$ cat src/rtl/ap_fifo_pkg.sv
// Shared definitions for the ap_fifo handshake FIFO family.
package ap_fifo_pkg;

    localparam int unsigned AP_DATA_W    = 32;
    localparam int unsigned AP_MAX_DEPTH = 1024;

    // Elaboration-time ceil(log2(value)); value must be >= 1.
    function automatic int unsigned ap_clog2(input int unsigned value);
        int unsigned result;
        result = 0;
        for (int unsigned v = 1; v < value; v = v << 1) begin
            result++;
        end
        return result;
    endfunction

endpackage

$ cat src/rtl/ap_fifo_ram.sv
// Simple dual-port storage: synchronous write, asynchronous read (distributed RAM).
module ap_fifo_ram
    import ap_fifo_pkg::*;
#(
    parameter int unsigned DATA_W = AP_DATA_W,
    parameter int unsigned DEPTH  = 16,
    parameter int unsigned ADDR_W = ap_clog2(DEPTH)
) (
    input  logic              clk,
    input  logic              we,
    input  logic [ADDR_W-1:0] waddr,
    input  logic [DATA_W-1:0] wdata,
    input  logic [ADDR_W-1:0] raddr,
    output logic [DATA_W-1:0] rdata
);

    logic [DATA_W-1:0] mem [DEPTH];

    always_ff @(posedge clk) begin
        if (we) begin
            mem[waddr] <= wdata;
        end
    end

    assign rdata = mem[raddr];

endmodule

$ cat src/rtl/ap_fifo_source.sv
// First-word-fall-through FIFO with ap_fifo write (din/full_n/write) and
// read (dout/empty_n/read) handshakes, occupancy count and sticky error flags.
module ap_fifo_source
    import ap_fifo_pkg::*;
#(
    parameter int unsigned DATA_W = AP_DATA_W,
    parameter int unsigned DEPTH  = 16,
    parameter int unsigned ADDR_W = ap_clog2(DEPTH)
) (
    input  logic              ap_clk,
    input  logic              ap_rst,
    input  logic [DATA_W-1:0] if_din,
    input  logic              if_write,
    output logic              if_full_n,
    output logic [DATA_W-1:0] if_dout,
    output logic              if_empty_n,
    input  logic              if_read,
    output logic [ADDR_W:0]   count,
    output logic              ovf_err,
    output logic              udf_err
);

    localparam logic [ADDR_W:0] CNT_FULL = (ADDR_W+1)'(DEPTH);

    logic [ADDR_W-1:0] wr_ptr_q, wr_ptr_d;
    logic [ADDR_W-1:0] rd_ptr_q, rd_ptr_d;
    logic [ADDR_W:0]   count_q, count_d;
    logic              empty_n_q, empty_n_d;
    logic              full_n_q, full_n_d;
    logic              ovf_q, ovf_d;
    logic              udf_q, udf_d;
    logic              wr_en, rd_en;

    // Requests are qualified against the registered flags only, so a full
    // FIFO never accepts a write in the same cycle that a read frees a slot.
    assign wr_en = if_write & full_n_q & ~ap_rst;
    assign rd_en = if_read & empty_n_q & ~ap_rst;

    always_comb begin
        wr_ptr_d  = wr_ptr_q;
        rd_ptr_d  = rd_ptr_q;
        if (wr_en) begin
            wr_ptr_d = wr_ptr_q + ADDR_W'(1);
        end
        if (rd_en) begin
            rd_ptr_d = rd_ptr_q + ADDR_W'(1);
        end
        count_d   = count_q + (ADDR_W+1)'(wr_en) - (ADDR_W+1)'(rd_en);
        empty_n_d = (count_d != '0);
        full_n_d  = (count_d != CNT_FULL);
        ovf_d     = ovf_q | (if_write & ~full_n_q);
        udf_d     = udf_q | (if_read & ~empty_n_q);
    end

    always_ff @(posedge ap_clk) begin
        if (ap_rst) begin
            wr_ptr_q  <= '0;
            rd_ptr_q  <= '0;
            count_q   <= '0;
            empty_n_q <= 1'b0;
            full_n_q  <= 1'b1;
            ovf_q     <= 1'b0;
            udf_q     <= 1'b0;
        end else begin
            wr_ptr_q  <= wr_ptr_d;
            rd_ptr_q  <= rd_ptr_d;
            count_q   <= count_d;
            empty_n_q <= empty_n_d;
            full_n_q  <= full_n_d;
            ovf_q     <= ovf_d;
            udf_q     <= udf_d;
        end
    end

    ap_fifo_ram #(
        .DATA_W (DATA_W),
        .DEPTH  (DEPTH),
        .ADDR_W (ADDR_W)
    ) u_ram (
        .clk   (ap_clk),
        .we    (wr_en),
        .waddr (wr_ptr_q),
        .wdata (if_din),
        .raddr (rd_ptr_q),
        .rdata (if_dout)
    );

    assign if_full_n  = full_n_q;
    assign if_empty_n = empty_n_q;
    assign count      = count_q;
    assign ovf_err    = ovf_q;
    assign udf_err    = udf_q;

endmodule

$ cat config.mk
export PLATFORM = sky130hd
export DESIGN_NAME = ap_fifo_source
export DESIGN_NICKNAME = d
export VERILOG_FILES = /design/src/rtl/ap_fifo_pkg.sv /design/src/rtl/ap_fifo_ram.sv /design/src/rtl/ap_fifo_source.sv
export SDC_FILE = /design/constraint.sdc
export NUM_CORES = 1
export LEC_CHECK = 0
export CAP_MARGIN = 20
export CORE_AREA = 3 3 202 204
export CTS_CLUSTER_SIZE = 12
export DETAILED_ROUTE_END_ITERATION = 8
export DIE_AREA = 0 0 205 207
export PLACE_DENSITY_LB_ADDON = 0.1
export SLEW_MARGIN = 20
export SYNTH_ARGS = -nofsm -noshare
export SYNTH_HDL_FRONTEND = slang
export SYNTH_HIERARCHICAL = 1
export SYNTH_SLANG_ARGS = --single-unit
$ cat constraint.sdc
create_clock -name ap_clk -period 4.3 [get_ports ap_clk]
set_input_delay 0.86 -clock ap_clk [delete_from_list [all_inputs] [get_ports ap_clk]]
set_output_delay 0.86 -clock ap_clk [all_outputs]
set_load 0.02 [all_outputs]
## Word level (Yosys, flattened, before mapping)

Memory sizes are Yosys's and may differ from the RTL's. A register that Yosys moved wholly into a read port is not among the register bits.
Index checks and enable logic that the tools add are counted.

- Add/subtract/negate cells: 4
- Eq/ne operators: 1
- Muxes and demuxes: 4
- Bitwise gates (word level): 11
- Reduce and logical (&&, ||, !) cells: 1

Operators by type and width:

| operator | number |
|---|---|
| 4-bit by 1-bit adder with 4-bit output, second input constant | 2 |
| 4-bit two-way mux | 2 |
| 1-bit bitwise AND | 6 |
| 5-bit by 1-bit adder with 5-bit output | 1 |
| 5-bit inequality test, second input constant | 1 |
| 5-bit nonzero test | 1 |
| 5-bit by 1-bit subtractor with 5-bit output | 1 |
| 1-bit NOT | 3 |
| 1-bit two-way mux | 2 |
| 1-bit bitwise OR | 2 |

- Register bits: 17
- Memory bits (writable): 512
- Input port bits: 36
- Output and inout port bits: 41
- Logic and storage cells: 29
- Memories: 1

Memory list:

| name | words | bits a word | read ports | clocked after memory_dff | wr ports | RTL line | RTL |
|---|---|---|---|---|---|---|---|
| u_ram.mem | 16 | 32 | 1 | 1 | 1 | ap_fifo_ram.sv:17 | `logic [DATA_W-1:0] mem [DEPTH];` |

## Logic depth before layout (Yosys ltp)

Gate-level depths: netlist (run 1).

- Depth in word-level cells: 5
- Mapped depth: 11
- Gate-level depth less buffers: 10

## By module

The synthesis (run 1) kept the hierarchy.

Modules (own cells, without submodules):

| module | instances | cells an instance | area an instance (um^2) | sequential area each (um^2) |
|---|---|---|---|---|
| ap_fifo_ram | 1 | 806 | 19,213.4 | 15,374.7 |
| ap_fifo_source | 1 | 85 | 779.5 | 340.3 |

## Worst setup path before layout (run 1)

Ideal clock, no wire load.

- Path type: in2reg
- Start point: input port ap_rst
- End point: memory u_ram/mem[0][0] in the netlist's numbering (enable)
- Library setup time: 461 ps
- Arrival time: 3,970 ps
- Required time: 3,839 ps
- Slack: -131 ps
- Cell stages on the path: 6
- Buffers on the path: 1
- Cells stage by stage: buf_2 -> inv_1 -> nand3_1 -> inv_1 -> or3b_2 -> nor3_1

- Word-level cells in the longest chain between the ends: 4

Ends and longest elaborated chain:

| what | RTL line | RTL |
|---|---|---|
| from (decl) | ap_fifo_source.sv:11 | `input logic ap_rst,` |
| 1-bit NOT | ap_fifo_source.sv:36 | `assign wr_en = if_write & full_n_q & ~ap_rst;` |
| 1-bit bitwise AND | ap_fifo_source.sv:36 |  |
| net wr_en | ap_fifo_source.sv:32 | `logic wr_en, rd_en;` |
| 1-bit two-way mux | ap_fifo_ram.sv:20 | `if (we) begin` |
| 1-bit two-way mux (not written as such) | ap_fifo_ram.sv:21 | `mem[waddr] <= wdata;` |
| to (decl) | ap_fifo_ram.sv:17 |  |

The timed path passes the listed nets, and every way through them passes these cells.

==> impl_metrics.env, run 1 <==
export IMPL_timing_final_hold_violations=0
export IMPL_clk_latency_ns=0.60
export IMPL_cts_reportedPaths_clkPinSlew_ns=0.06
export IMPL_dr_total_vias=9396
export IMPL_pre_cts_slack_ns=0.8800
export IMPL_status="completed"
export IMPL_cts_root_buf="clkbuf_16"
export IMPL_period_share_pct=90.61
export IMPL_syn_area_sq_um=19990
export IMPL_initialDrtViolationCount=719
export IMPL_yosysTopAreaCellShare_pct=76.90
export IMPL_crit_chain="buf_12 > mux4_2 > a22oi_1 > nand2_1 > clkdlybuf4s50_1"
export IMPL_cp_slowest_cell="mux4_2"
export IMPL_dieArea_sq_um=42440
export IMPL_syn_inst=891
export IMPL_critPathKind="reg2out"
export IMPL_final_util_pct=59.25
export IMPL_globalplace_congestion=0.7255
export IMPL_hold_path_class="reg2reg"
export IMPL_rows=73
export IMPL_drt_vias_per_instance=5.939
export IMPL_grt_max_degree=58
export IMPL_power_per_cell_area_nw_per_um2=515.5
export IMPL_end_kind="output pin"
export IMPL_finClkSkew_ns=0.01674
export IMPL_initial_utilization_pct=50.67
export IMPL_routedWlPerCell_microns=26.72
export IMPL_ctsResizeCount=0
export IMPL_yosysMostFrequentCell="edfxtp_1"
export IMPL_grt_pass1_wl_mm=64.10
export IMPL_startpoint_type="register"
export IMPL_fmax_mhz=256.7
export IMPL_ys_seq_area_share_pct=78.60
export IMPL_cts_buffers_inserted=55
export IMPL_track_usage_pct=20.36
export IMPL_required_ns=3.44
export IMPL_grt_pass1_vias=9937
export IMPL_min_period_ns=3.896
export IMPL_synth_warnings=6
export IMPL_synth_area_leader_cell="edfxtp_1"
export IMPL_async_reset_ff_share_pct=0
export IMPL_ys_top_cells_by_count="edfxtp_1, mux4_2, a22oi_1, nand2_1, nor2_1"
export IMPL_synth_cell_types=31
export IMPL_netlist_top_cells_area="edfxtp_1, mux4_2, a22oi_1, dfxtp_1, nand2_1"
export IMPL_syn_num_nets=935
export IMPL_drtAntennaViolNets=0
export IMPL_vdd_ir_drop_worst_v=0.0003464
export IMPL_synthToLayoutAreaGrowth_pct=16.93
export IMPL_dp_hpwl_mm=23.53
export IMPL_tritoncts="built"
export IMPL_drc_errors=0
export IMPL_rsz0062_at_grt="no"
export IMPL_num_io_pins=77
export IMPL_grt_ovfl_total=0
export IMPL_cts_sinks=529
export IMPL_hold_slack_ns=0.4718
export IMPL_firstDrtPassIters=4
export IMPL_arrival_ns=3.04
export IMPL_die_h_microns=207
export IMPL_setup_tns_ns=0
export IMPL_slowest_delay_ns=0.56
export IMPL_worst_slack_ns=0.4038
export IMPL_worst_slew_pin_slew_ns=0.7996
export IMPL_antennaDiodeCount=0
export IMPL_htree_levels=2
export IMPL_clockBufferDepth=3
export IMPL_antenna_found_initial=1
export IMPL_layout_drive_gt1_share_pct=24.98
export IMPL_post_cts_setup_buffers=0
export IMPL_core_area_sq_um=39460
export IMPL_maxCapViolations=0
export IMPL_synth_edff_count=512
export IMPL_avgSynthCellArea_sq_um=22.44
export IMPL_ys_seq_elements=529
export IMPL_port_buffers=76
export IMPL_crit_fanout=57
export IMPL_maxSlewHeadroom_pct=46.58
export IMPL_cts_hold_buf=0
export IMPL_leakage_nw=7.243
export IMPL_synth_top_flop_cell="edfxtp_1"
export IMPL_die_width_microns=205
export IMPL_final_nets=1065
export IMPL_drt_wl_total_mm=42.27
export IMPL_final_max_slew_violation_count=0
export IMPL_setup_viol=0
==> final timing paths <==
check	start	end	slack, ns	cells past startpoint
max	rd_ptr_q[0]$_SDFFE_PP0P_	if_dout[18]	0.40	5
min	ovf_err$_SDFF_PP0_	ovf_err$_SDFF_PP0_	0.47	2
max reg2reg	if_full_n$_SDFF_PP1_	if_empty_n$_SDFF_PP0_	1.92	9
min reg2reg	ovf_err$_SDFF_PP0_	ovf_err$_SDFF_PP0_	0.47	2
==> cells in the final DEF (no fill, tap or decap), types with 3 or more instances in the layout <==
master / synthesis / routed
edfxtp_1: 512 / 512
buf_4: 11 / 31
inv_1: 9 / 9
clkinv_2: 0 / 8
xor2_1: 6 / 6
mux4_2: 128 / 128
nor2_1: 24 / 11
nand2_1: 37 / 37
buf_12: 0 / 11
clkbuf_1: 17 / 13
a21oi_1: 7 / 7
clkdlybuf4s50_1: 0 / 76
nand3_1: 8 / 8
clkbuf_16: 0 / 56
nor2_4: 0 / 13
a22oi_1: 64 / 64
nor3_2: 0 / 3
clkinv_1: 0 / 12
dfxtp_1: 17 / 15
ha_1: 7 / 7
==> critical path, delay by kind of cell, from the launching register on <==
family,cells,cell delay (ns)
compound gates,1,0.30
buf+inv,2,0.96
flops,1,0.45
mux,1,0.56
simple gates,1,0.11
==> registers in the layout, summed over array words and instances, names as in the netlist <==
| signal | count |
|---|---|
| wr_ptr_q | 4 |
| count | 5 |
| if_full_n | 1 |
| if_empty_n | 1 |
| u_ram/mem | 512 |
| udf_err | 1 |
| ovf_err | 1 |
| rd_ptr_q | 4 |
==> routing by layer <==
layer  global-route usage, %  share of wire [%]
met1                   29.85                 44
met2                   32.23                 49
met3                   3.536                4.5
met4                   5.562                1.8
met5                       0              0.040
==> metrics by stage <==
step / instances / area, sq um / power [mW]
after floorplan: 891 / 20000 / 7.288
after global placement: 1489 / 21780 / 7.928
after detailed placement: 1489 / 21780 / 7.925
after CTS: 1582 / 23380 / 12.20
after global routing: 1582 / 23380 / 12.53
final: 1582 / 23380 / 12.05
==> report_power, final <==
part / total (mW) / switching, mW / internal, mW
clock: 4.26 / 1.84 / 2.42
combinational: 1.92 / 0.955 / 0.961
sequential: 5.87 / 0.0937 / 5.78
==> area by class of cell <==
type / instances / area, sq um
Inverter: 9 / 33.78
Fill cell: 2830 / 16080
Clock inverter: 24 / 148.9
Multi-Input combinational cell: 308 / 4153
Clock buffer: 69 / 1450
Timing Repair Buffer: 118 / 1214
Tap cell: 525 / 656.9
Sequential cell: 529 / 15720
==> cell families after synthesis <==
group,synth area share [%]
AND/OR/NAND/NOR,1.934
flip-flops,78.60
buffers and inverters,1.327
adder cells (fa/ha/maj),0.5382
AO/OA/AOI/OAI,2.829
XOR/XNOR,0.3505
multiplexers,14.42
No activity file was read; power rests on OpenSTA's default activity.
==> inputs of run 2 (changes only) <==
- GPL_ROUTABILITY_DRIVEN: unset -> 0
==> results of run 2 <==
Same layout as run 1: the final DEF is identical, and so are final timing and power.
==> inputs of run 3 (changes only) <==
- CAP_MARGIN: 20 -> unset
- CTS_CLUSTER_DIAMETER: unset -> 100
==> run 3 against run 2 <==
Sequential share of layout area rose by 0.66 points. Die area is the same. Count of clock-buffer cells in the layout up 1. Critical endpoint unchanged. Core utilization is 0.58 points lower. Non-clock buffer count unchanged. First-iteration DRC count is 4.2% higher. Combinational power about the same. Clock power shrank 8.2%.
==> impl_metrics.env, run 3 (synthesized netlist as in run 1, its figures left out) <==
export IMPL_r2r_end="if_empty_n$_SDFF_PP0_"
export IMPL_drt_wl_total_mm=42.15
export IMPL_final_cell_count_no_fill=1561
export IMPL_slowest_delay_ns=0.56
export IMPL_ctsResizeCount=0
export IMPL_status="completed"
export IMPL_top_register="u_ram/mem"
export IMPL_hold_path_class="reg2reg"
export IMPL_clockPowerShare_pct=33.4
export IMPL_grt_max_degree=58
export IMPL_whs_endpoint="ovf_err$_SDFF_PP0_"
export IMPL_startpoint_type="register"
export IMPL_routedWlPerCell_microns=27.00
export IMPL_grt_ovfl_total=0
export IMPL_dr_total_vias=9391
export IMPL_critPathKind="reg2out"
export IMPL_end_kind="output pin"
export IMPL_r2r_setup_slack_ns=1.93
export IMPL_p_switching_mw=2.796
export IMPL_htree_levels=2
export IMPL_initial_utilization_pct=50.67
export IMPL_clockBufferDepth=3
export IMPL_synthToLayoutAreaGrowth_pct=15.80
export IMPL_power_per_cell_area_nw_per_um2=505.1
export IMPL_crit_family="buffers and inverters"
export IMPL_min_period_ns=3.889
export IMPL_drc_errors=0
export IMPL_drtAntennaViolNets=0
export IMPL_clk_latency_ns=0.57
export IMPL_largest_reg_flops=512
export IMPL_cp_num_buf_inv=2
export IMPL_final_max_slew_violation_count=0
export IMPL_period_share_pct=90.44
export IMPL_cts_root_buf="clkbuf_16"
export IMPL_r2r_start="if_full_n$_SDFF_PP1_"
export IMPL_placedCellCount=1489
export IMPL_cts_buffers_inserted=50
export IMPL_die_h_microns=207
export IMPL_required_ns=3.44
export IMPL_wl_met3_mm=2.022
export IMPL_antenna_found_initial=1
export IMPL_dieArea_sq_um=42440
export IMPL_drt_vias_per_instance=6.016
export IMPL_layout_drive_gt1_share_pct=24.13
export IMPL_maxCapViolations=0
export IMPL_maxSlewHeadroom_pct=46.34
export IMPL_cts_hold_buf=0
export IMPL_antennaDiodeCount=0
export IMPL_crit_fanout=57
export IMPL_rows=73
export IMPL_cp_slowest_cell="mux4_2"
export IMPL_min_path_cells=2
export IMPL_die_width_microns=205
export IMPL_initialDrtViolationCount=749
export IMPL_swShare_pct=23.91
export IMPL_fmax_mhz=257.1
export IMPL_finClkSkew_ns=0.01513
export IMPL_final_cell_mix="edfxtp_1, mux4_2, clkdlybuf4s50_1"
export IMPL_final_nets=1060
export IMPL_crit_cells=5
export IMPL_core_area_sq_um=39460
export IMPL_grt_pass1_vias=9800
export IMPL_timing_final_hold_violations=0
export IMPL_rsz0062_at_grt="no"
export IMPL_tritoncts="built"
export IMPL_cts_reportedPaths_clkPinSlew_ns=0.06
export IMPL_wl_met2_mm=20.49
export IMPL_p_total_mw=11.69
export IMPL_power_frac_comb_pct=16.4
export IMPL_final_util_pct=58.67
export IMPL_post_cts_setup_buffers=0
export IMPL_grt_pass1_wl_mm=63.78
export IMPL_reg2regPathDepth=9
export IMPL_worst_slew_pin_slew_ns=0.8033
export IMPL_setup_viol=0
export IMPL_wl_met1_mm=18.81
export IMPL_seqPwrFrac_pct=50.2
export IMPL_final_common_cell="edfxtp_1"
export IMPL_firstDrtPassIters=5
export IMPL_dp_hpwl_mm=23.53
export IMPL_port_buffers=76
export IMPL_holdCritStartpoint="ovf_err$_SDFF_PP0_"
export IMPL_top_layer="met5"
export IMPL_cts_sinks=529
export IMPL_track_usage_pct=20.27
export IMPL_p_int_mw=8.898
export IMPL_arrival_ns=3.03
export IMPL_setup_tns_ns=0
export IMPL_crit_chain="buf_12 > mux4_2 > a22oi_1 > nand2_1 > clkdlybuf4s50_1"
export IMPL_leakage_nw=7.123
export IMPL_vdd_ir_drop_worst_v=0.0003355
export IMPL_num_io_pins=77
run 3: area by class of cell:
| class | instances | area (sq um) |
|---|---|---|
| Fill cell | 2835 | 16310 |
| Sequential cell | 529 | 15720 |
| Multi-Input combinational cell | 308 | 4153 |
| Clock buffer | 70 | 1351 |
| Timing Repair Buffer | 118 | 1214 |
| Tap cell | 525 | 656.9 |
| Inverter | 9 | 33.78 |
| Clock inverter | 2 | 20.02 |
run 3: worst max path at each step:
stage                        startpoint                        end
6_report       rd_ptr_q[0]$_SDFFE_PP0P_                if_dout[18]
4_1_cts        rd_ptr_q[0]$_SDFFE_PP0P_                if_dout[19]
3_5_place_dp                     ap_rst       if_full_n$_SDFF_PP1_
5_1_grt        rd_ptr_q[0]$_SDFFE_PP0P_                if_dout[18]
2_1_floorplan                    ap_rst  u_ram/mem[8][0]$_DFFE_PP_
3_3_place_gp                     ap_rst      if_empty_n$_SDFF_PP0_
run 3: per-layer routing:
metal | track usage [%] | vias up
met1 | 30.14 | 5117
li1 | - | 3985
met4 | 5.586 | 2
met5 | 0 | -
met2 | 31.42 | 229
met3 | 3.788 | 58
run 3: through the flow:
step                worst slack, ns  hold slack (ns)  cell area, sq um
CTS                          0.3517           0.4803             23150
detailed placement           0.8800           0.4617             21780
finish                       0.4109           0.4735             23150
global route                 0.1957           0.5280             23150
floorplan                    0.2175           0.4741             20000
global placement             0.9161           0.4636             21780
run 3: power by group through the flow:
stage | registers, mW | clock network (mW) | logic, mW
finish | 5.87 | 3.91 | 1.91
global route | 5.88 | 4.19 | 2.06
CTS | 5.87 | 4.00 | 1.95
detailed placement | 5.98 | 0 | 1.94
global placement | 5.98 | 0 | 1.95
floorplan | 5.97 | 0 | 1.32
run 3: tightest hold or removal path, delay by kind of cell (launching register included):
family           cells  cell delay [ns]
AO/OA/AOI/OAI        1             0.04
AND/OR/NAND/NOR      1             0.07
flip-flops           1             0.33
